[src/rtl/accel_pkg.sv]
// Shared types and constants for the accelerator dispatcher.
// The optional watchdog in accel_dispatch is enabled by ACCEL_DISPATCH_TIMEOUT_EN.
package accel_pkg;

    localparam int unsigned DATA_W = 8;

    // Result reported when the watchdog gives up on the accelerator.
    localparam logic [DATA_W-1:0] TIMEOUT_RESULT = 8'hFF;

    typedef enum logic [2:0] {
        StIdle,
        StStart,
        StSettle,
        StWait,
        StHold
    } state_e;

    typedef struct packed {
        logic [DATA_W-1:0] a;
        logic [DATA_W-1:0] b;
    } op_t;

endpackage

[src/rtl/accel_op_fifo.sv]
// Synchronous operand queue with full/empty flags; DEPTH must be a power of two.
// A push while full is dropped even if a pop happens in the same cycle.
module accel_op_fifo #(
    parameter int unsigned WIDTH = 16,
    parameter int unsigned DEPTH = 4
) (
    input  logic             clk_i,
    input  logic             rst_i,
    input  logic             push_i,
    input  logic [WIDTH-1:0] wdata_i,
    input  logic             pop_i,
    output logic [WIDTH-1:0] rdata_o,
    output logic             full_o,
    output logic             empty_o
);

    localparam int unsigned PtrW = (DEPTH > 1) ? $clog2(DEPTH) : 1;
    localparam int unsigned CntW = $clog2(DEPTH + 1);

    logic [WIDTH-1:0] mem_q [DEPTH];
    logic [PtrW-1:0]  wr_ptr_q;
    logic [PtrW-1:0]  rd_ptr_q;
    logic [CntW-1:0]  count_q;
    logic             do_push;
    logic             do_pop;

    assign full_o  = (count_q == CntW'(DEPTH));
    assign empty_o = (count_q == '0);
    assign do_push = push_i && !full_o;
    assign do_pop  = pop_i && !empty_o;
    assign rdata_o = mem_q[rd_ptr_q];

    // Pointers wrap naturally because DEPTH is a power of two.
    always_ff @(posedge clk_i or posedge rst_i) begin
        if (rst_i) begin
            wr_ptr_q <= '0;
            rd_ptr_q <= '0;
            count_q  <= '0;
        end else begin
            if (do_push) begin
                wr_ptr_q <= wr_ptr_q + PtrW'(1);
            end
            if (do_pop) begin
                rd_ptr_q <= rd_ptr_q + PtrW'(1);
            end
            if (do_push && !do_pop) begin
                count_q <= count_q + CntW'(1);
            end else if (do_pop && !do_push) begin
                count_q <= count_q - CntW'(1);
            end
        end
    end

    always_ff @(posedge clk_i) begin
        if (do_push) begin
            mem_q[wr_ptr_q] <= wdata_i;
        end
    end

endmodule

[src/rtl/accel_dispatch.sv]
// Queues operand pairs and runs them one at a time through an external sqrt/cbrt accelerator.
// Define ACCEL_DISPATCH_TIMEOUT_EN to add a WAIT-state watchdog that reports 8'hFF with err_o.
module accel_dispatch
    import accel_pkg::*;
#(
    parameter int unsigned FIFO_DEPTH     = 4,
    parameter int unsigned TIMEOUT_CYCLES = 1023
) (
    input  logic              clk_i,
    input  logic              rst_i,
    input  logic              in_valid_i,
    output logic              in_ready_o,
    input  logic [DATA_W-1:0] a_i,
    input  logic [DATA_W-1:0] b_i,
    output logic              acc_rst_o,
    output logic [DATA_W-1:0] acc_a_o,
    output logic [DATA_W-1:0] acc_b_o,
    input  logic              acc_busy_i,
    input  logic [DATA_W-1:0] acc_y_i,
    output logic              out_valid_o,
    input  logic              out_ready_i,
    output logic [DATA_W-1:0] y_o,
    output logic              err_o
);

    if ((FIFO_DEPTH < 2) || ((FIFO_DEPTH & (FIFO_DEPTH - 1)) != 0)) begin : g_bad_depth
        $error("FIFO_DEPTH must be a power of two and at least 2");
    end
    if (TIMEOUT_CYCLES == 0) begin : g_bad_timeout
        $error("TIMEOUT_CYCLES must be non-zero");
    end

    state_e            state_q;
    state_e            state_d;
    op_t               fifo_wdata;
    op_t               fifo_head;
    logic              fifo_full;
    logic              fifo_empty;
    logic              fifo_push;
    logic              take_op;
    logic              capture;
    logic              timeout_hit;
    logic [DATA_W-1:0] a_q;
    logic [DATA_W-1:0] b_q;
    logic [DATA_W-1:0] y_q;

    assign in_ready_o = !fifo_full && !rst_i;
    assign fifo_push  = in_valid_i && in_ready_o;
    assign fifo_wdata = '{a: a_i, b: b_i};

    accel_op_fifo #(
        .WIDTH($bits(op_t)),
        .DEPTH(FIFO_DEPTH)
    ) u_op_fifo (
        .clk_i   (clk_i),
        .rst_i   (rst_i),
        .push_i  (fifo_push),
        .wdata_i (fifo_wdata),
        .pop_i   (take_op),
        .rdata_o (fifo_head),
        .full_o  (fifo_full),
        .empty_o (fifo_empty)
    );

    always_ff @(posedge clk_i or posedge rst_i) begin
        if (rst_i) begin
            state_q <= StIdle;
        end else begin
            state_q <= state_d;
        end
    end

    always_comb begin
        state_d = state_q;
        unique case (state_q)
            StIdle:   if (!fifo_empty) state_d = StStart;
            StStart:  state_d = StSettle;
            StSettle: state_d = StWait;
            StWait:   if (!acc_busy_i || timeout_hit) state_d = StHold;
            StHold:   if (out_ready_i) state_d = StIdle;
            default:  state_d = StIdle;
        endcase
    end

    // The head is taken on the edge into START so operands are already valid under the pulse.
    always_comb begin
        acc_rst_o   = 1'b0;
        out_valid_o = 1'b0;
        take_op     = 1'b0;
        capture     = 1'b0;
        unique case (state_q)
            StIdle:  take_op = !fifo_empty;
            StStart: acc_rst_o = 1'b1;
            StWait:  capture = !acc_busy_i || timeout_hit;
            StHold:  out_valid_o = 1'b1;
            default: ;
        endcase
    end

    always_ff @(posedge clk_i or posedge rst_i) begin
        if (rst_i) begin
            a_q <= '0;
            b_q <= '0;
            y_q <= '0;
        end else begin
            if (take_op) begin
                a_q <= fifo_head.a;
                b_q <= fifo_head.b;
            end
            if (capture) begin
                y_q <= timeout_hit ? TIMEOUT_RESULT : acc_y_i;
            end
        end
    end

    assign acc_a_o = a_q;
    assign acc_b_o = b_q;
    assign y_o     = y_q;

`ifdef ACCEL_DISPATCH_TIMEOUT_EN
    localparam int unsigned WdogW = $clog2(TIMEOUT_CYCLES + 1);

    logic [WdogW-1:0] wdog_q;
    logic             err_q;

    // A real completion in the last allowed cycle still wins over the timeout.
    assign timeout_hit = (state_q == StWait) && acc_busy_i &&
                         (wdog_q == WdogW'(TIMEOUT_CYCLES - 1));

    always_ff @(posedge clk_i or posedge rst_i) begin
        if (rst_i) begin
            wdog_q <= '0;
            err_q  <= 1'b0;
        end else begin
            if (state_q == StStart) begin
                wdog_q <= '0;
            end else if (state_q == StWait) begin
                wdog_q <= wdog_q + WdogW'(1);
            end
            if (capture) begin
                err_q <= timeout_hit;
            end
        end
    end

    assign err_o = err_q;
`else
    assign timeout_hit = 1'b0;
    assign err_o       = 1'b0;
`endif

endmodule
[config.mk]
export PLATFORM = sky130hd
export DESIGN_NAME = accel_dispatch
export DESIGN_NICKNAME = d
export VERILOG_FILES = /design/src/rtl/accel_pkg.sv /design/src/rtl/accel_op_fifo.sv /design/src/rtl/accel_dispatch.sv
export SDC_FILE = /design/constraint.sdc
export NUM_CORES = 1
export LEC_CHECK = 0
export CAP_MARGIN = 20
export CORE_ASPECT_RATIO = 0.6
export CORE_MARGIN = 1.5
export CORE_UTILIZATION = 35
export CTS_BUF_LIST = sky130_fd_sc_hd__clkbuf_4 sky130_fd_sc_hd__clkbuf_8
export DETAILED_ROUTE_END_ITERATION = 6
export PLACE_DENSITY = 0.57
export SLEW_MARGIN = 20
export SYNTH_ARGS = -nofsm -noshare
export SYNTH_HDL_FRONTEND = slang
export SYNTH_HIERARCHICAL = 1
export SYNTH_SLANG_ARGS = --single-unit
[constraint.sdc]
create_clock -name clk_i -period 2.9 [get_ports clk_i]
set_input_delay 0.435 -clock clk_i [delete_from_list [all_inputs] [get_ports clk_i]]
set_output_delay 0.435 -clock clk_i [all_outputs]
set_load 0.01 [all_outputs]
* Yosys cells after proc, flatten, opt, wreduce, memory -nomap -nowiden
Memories as Yosys holds them, arrays and structs flattened. A register that Yosys moved wholly into a read port is not among the register bits.
Cells that the tools add are included.
** Word-level totals
- Register bits after elaboration :: 18
- Output and inout port bits :: 28
- Bits in latches :: 0
- Logic and storage cells :: 46
- ROM bits :: 0
- Bits in writable memories :: 64
- Input port bits :: 29
- Memories kept :: 1
** Memory list
- u_op_fifo.mem_q :: words 4, width 16, rd ports 1, clocked after Yosys merged registers in 1, wr ports 1, line accel_op_fifo.sv:20 : logic [WIDTH-1:0] mem_q [DEPTH];
** Cells by class
- Add/sub/neg operators :: 4
- Shift-type cells :: 0
- Bitwise logic cells :: 0
- $mul :: 0
- Div/mod/pow operators :: 0
- Reduce and logical (&&, ||, !) cells :: 16
- Muxes and demuxes :: 12
- $lt $le $gt $ge :: 0
- Equal/unequal tests :: 8
** Operators by type and width (number)
- $mux W3 :: 5
- $pmux W3 S5 :: 1
- $eq A3 B2 Y1 const B :: 2
- $eq A3 B3 Y1 const B :: 2
- $logic_and A1 B1 Y1 :: 6
- $logic_not A1 Y1 :: 6
- $logic_not A3 Y1 :: 2
- $mux W1 :: 6
- $ne A2 B2 Y1 const B :: 3
- $add A2 B1 Y2 const B :: 2
- $add A3 B1 Y3 const B :: 1
- $eq A3 B1 Y1 const B :: 1
- $reduce_and A3 Y1 :: 1
- $sub A3 B1 Y3 const B :: 1
- $reduce_bool A2 Y1 :: 1

* Logic depth before layout (Yosys ltp)
- Word-level depth :: 9
- Gate-level depth with buffers :: 11

* Cells and area by module
The synthesis kept the hierarchy.
** By module, submodules not included
- accel_op_fifo :: cells each 120, area an instance 2796.4 µm², times used 1
- accel_dispatch :: cells each 69, area an instance 1122.3 µm², times used 1

* Least setup slack after synthesis
No wires, ideal clock.
- Kind :: reg-to-reg
- Start point :: register u_op_fifo.count_q[0]
- End point :: register u_op_fifo.count_q[1]
- Data required time :: 2.775 ns
- Slack :: 0.504 ns
- Setup time :: 0.125 ns
- Path buffers :: 1
- Period minus slack after synthesis :: 2.396 ns
- Arrival time :: 2.271 ns
- Cell stages (with the launch flop) :: 10
- Cells stage by stage :: dfrtp_1 > nor3_1 > or2_4 > nor3_4 > buf_12 > nand2b_1 > ha_1 > inv_1 > fa_1 > mux2_2
** Between the ends
- Elaborated cells on any way between the ends :: 18
- Those cells by class :: 2 x add/sub; 1 x eq/ne; 3 x mux; 12 x reduce/logical
** RTL lines
- from (decl) :: line accel_op_fifo.sv:23 : logic [CntW-1:0] count_q;
- from (signal assigned) :: line accel_op_fifo.sv:47 : count_q <= count_q + CntW'(1);
- from (signal assigned) :: line accel_op_fifo.sv:49 : count_q <= count_q - CntW'(1);
- $logic_not A3 Y1 * :: line accel_op_fifo.sv:28 : assign empty_o = (count_q == '0);
- via fifo_empty :: line accel_dispatch.sv:38 : logic fifo_empty;
- $logic_not A1 Y1 * :: line accel_dispatch.sv:92 : StIdle: take_op = !fifo_empty;
- $mux W1 * :: line accel_dispatch.sv:91 : unique case (state_q)
- via take_op :: line accel_dispatch.sv:40 : logic take_op;
- $logic_and A1 B1 Y1 * :: line accel_op_fifo.sv:30 : assign do_pop = pop_i && !empty_o;
- $logic_not A1 Y1 :: line accel_op_fifo.sv:46 : if (do_push && !do_pop) begin
- $logic_and A1 B1 Y1 :: line accel_op_fifo.sv:46
- $mux W3 or $reduce_bool A2 Y1 (tied branches)
The timed path passes the listed nets; every way through them passes the cells marked *. The select of a mux whose other input is x is not followed.
A chain may end at the register's enable or synchronous reset.

* Worst setup path in the final report
- Start point :: register u_op_fifo.count_q[0]
- End point :: register u_op_fifo.count_q[2]
** Between the ends
- Elaborated cells on any way between the ends :: 18
- Those cells by class :: 2 x add/sub; 1 x eq/ne; 3 x mux; 12 x reduce/logical
** RTL lines (line)
- $logic_not A3 Y1 * :: accel_op_fifo.sv:28
- via fifo_empty :: accel_dispatch.sv:38
- $logic_not A1 Y1 * :: accel_op_fifo.sv:30, accel_dispatch.sv:92
- $mux W1 :: accel_dispatch.sv:91
- $logic_and A1 B1 Y1 * :: accel_op_fifo.sv:30
- $logic_not A1 Y1 :: accel_op_fifo.sv:46
- $logic_and A1 B1 Y1 :: accel_op_fifo.sv:46
- $mux W3 or $reduce_bool A2 Y1 (tied branches)
Marks and branches as above.

==> results.yml <==
status:
  status: "finished with violations"
  violations: "design-rule violations"
yosys:
  yosys-top-cells-area: "edfxtp_1 (49%), dfrtp_1 (22%), mux4_1 (5.4%), mux2_2 (4.6%), mux4_2 (4.6%)"
  synth_edf_count: 64
  async_flop_share_pct: 34.7
  synth_warnings: 6
  synthTopCellsByCount: "edfxtp_1 (64), dfrtp_1 (34), mux2_2 (16)"
  yosysSeqAreaShare_pct: 70.8
  synth_top_area_share_pct: 49.0
  synth.most_common_cell: "edfxtp_1"
  synth_cells: 189
  syn_area_per_cell_sq_um: 20.7
  post-synth-top-area-cell: "edfxtp_1"
  yosys_most_used_dff: "edfxtp_1"
  ys_seq_elements: 98
  syn-num-nets: 224
  syn-cell-area_sq_mm: 0.00392
  synth_cell_type_count: 31
global_routing:
  grt_max_degree: 28
  grt_pass1_wl_mm: 10.5
  grt_overflow: 0
  antenna_found_initial: 0
  grt_use_total_pct: 12.1
  grt_pass1_vias: 1878
job:
  maxCapViolations: 0
cells_and_area:
  nFillCells: 932
  fin_cells: 396
  drive_above_1_share_pct: 24.5
  finalInstanceArea_sq_mm: 0.00480
  syn2layout_area_growth_pct: 22.5
  nNetsFinal: 287
  diodes: 0
detailed_routing:
  drt_iter0_markers: 75
  routed_wl_mm: 6.54
  routedWlPerCell_um: 16.5
  drc_errors: 6
  drt-pass1-iter-count: 6
  vias: 1800
  drt.antenna.violating_nets: 0
  routed_via_density: 4.55
critical_path:
  path_common_cell: "xor2_1"
  cp_cell_sequence: "nor3_1, or2_4, nor3_4, nand2b_1, ha_1, inv_1, fa_1, xor2_1, nor2_1, xor2_1"
  crit_type: "flop to flop"
  crit_fanout: 4
  worst-path-buf-inv: 1
  critPathLaunchType: "flop"
  required_ns: 3.19
  crit_path_end_kind: "flop"
  worstPathArrival_ns: 2.57
  slowest_stage: "dfrtp_1"
  crit_family: "simple AND/OR/NAND/NOR gates"
  max_stage_delay_ns: 0.46
floorplan:
  start_util_pct: 36.5
  dieArea_sq_mm: 0.0119
  design.portCount: 57
  core_region_area_sq_mm: 0.0107
  die_y_um: 85.0
  std_cell_rows: 29
  die_w_um: 140
sta:
  final_hold_viol_count: 0
  tightest_slew_ns: 0.746
  setup_violations: 0
  finalCritPeriodShare_pct: 78.4
  clock_skew_ns: 0.00767
  slew_headroom_pct: 50.2
  fmax_mhz: 440
  setup_tns_ns: 0
  rsz0062_at_grt: "false"
  period_minus_slack_ns: 2.27
  slew_violations: 0
clocking:
  ctsResizeCount: 0
  clkTransAtPathRegs_ns: 0.09
  cts_tree: "yes"
  clockBufferDepth: 2
  post_cts_buffers: 0
  cts_inserted_buffers: 9
  cts.sinks: 98
  clockRootBuffer: "clkbuf_8"
  htree_levels: 3
  ctsHoldBuffers: 0
  worstSkewPairLatency_ns: 0.37
placement:
  post-dp-hpwl_mm: 4.17
  gp_congestion: 0.671
  place_area_sq_mm: 0.00459
  portBuffers: 55
  dpl.cell_count: 380
pwr:
  peakVddDrop_uv: 382
  pwr_density_cell_mw_per_mm2: 967
  p_leak_uw: 0.00176
  power.total_uw: 4640
min_path:
  hold_path_class: "input pin to asynchronous set/reset pin"
## final timing paths
check	start	end	slack, ns	cells past startpoint
setup / recovery	u_op_fifo/count_q[0]	u_op_fifo/count_q[2]	0.63	10
max in group asynchronous	rst_i	acc_b_o[3]	2.09	3
hold / removal	rst_i	u_op_fifo/rd_ptr_q[0]	0.37	2
min in group clk_i	u_op_fifo/count_q[2]	u_op_fifo/count_q[2]	0.51	1
setup reg to reg	u_op_fifo/count_q[0]	u_op_fifo/count_q[2]	0.63	10
hold reg to reg	u_op_fifo/count_q[2]	u_op_fifo/count_q[2]	0.51	1
## placed cells by master (no fill, tap or decap), types with 2 or more instances in the layout
master           synthesis  layout
inv_1                    6       6
mux4_1                   8       8
buf_4                    1       4
dfrtp_1                 34      34
nand2b_1                 2       2
clkinv_4                 0       2
xnor2_1                  4       4
clkdlybuf4s50_1          0      55
mux2_2                  16      16
nor3b_1                  2       2
mux2_4                  10      10
nor3b_4                  2       2
ha_1                     5       5
edfxtp_1                64      64
clkbuf_8                 0      10
mux4_2                   8       8
xor2_1                   2       2
nor2_1                   2       2
and2_2                   4       4
a21oi_1                  2       2
## power breakdown
group	internal, uW	switching, uW	total [uW]
Clock	437	462	898
Sequential	1850	241	2090
Combinational	1020	633	1650
## layer usage
| layer | share of wire [%] | GRT usage (%) | up-vias | wire (um) |
|---|---|---|---|---|
| met5 | 0 | 0 | - | 0 |
| met4 | 0.98 | 3.73 | 0 | 64 |
| met3 | 7.3 | 5.59 | 8 | 480 |
| met2 | 40 | 16.3 | 55 | 2590 |
| met1 | 52 | 17.4 | 890 | 3410 |
| li1 | - | - | 847 | - |
## registers in the layout, summed over array words and instances, names as in the netlist
register            cells
u_op_fifo/mem_q        64
acc_a_o                 8
acc_b_o                 8
y_o                     8
state_q                 3
u_op_fifo/count_q       3
u_op_fifo/rd_ptr_q      2
u_op_fifo/wr_ptr_q      2
## layout make-up
class                      count  area [sq um]  share of cell area [%]
timing repair buffer          59           581                    12.1
sequential                    98          2770                    57.8
tap                          139           174                    3.62
clock buffer                  11           145                    3.02
inverter                       6          22.5                   0.469
multi-input combinational     78          1040                    21.7
clock inverter                 5          61.3                    1.28
## logic make-up after synthesis
kind of cell,share of synthesized area [%]
buffers and inverters,2.62
xor gates and xnor gates,1.34
and+or+nand+nor,4.25
DFF,70.8
AOI/OAI and AO/OA,0.447
adders and majority gates,2.11
muxes,18.4
other,0.0957
## through the flow
step | utilization (%) | hold slack (ns) | setup slack (ns)
after floorplan | - | 0.238 | 0.504
after global placement | 42.8 | 0.488 | 0.539
after detailed placement | 42.8 | 0.495 | 0.479
after CTS | 44.7 | 0.365 | 0.594
after global routing | 44.7 | 0.399 | 0.370
final | 44.7 | 0.372 | 0.627
No activity file was read; power rests on OpenSTA's default activity.
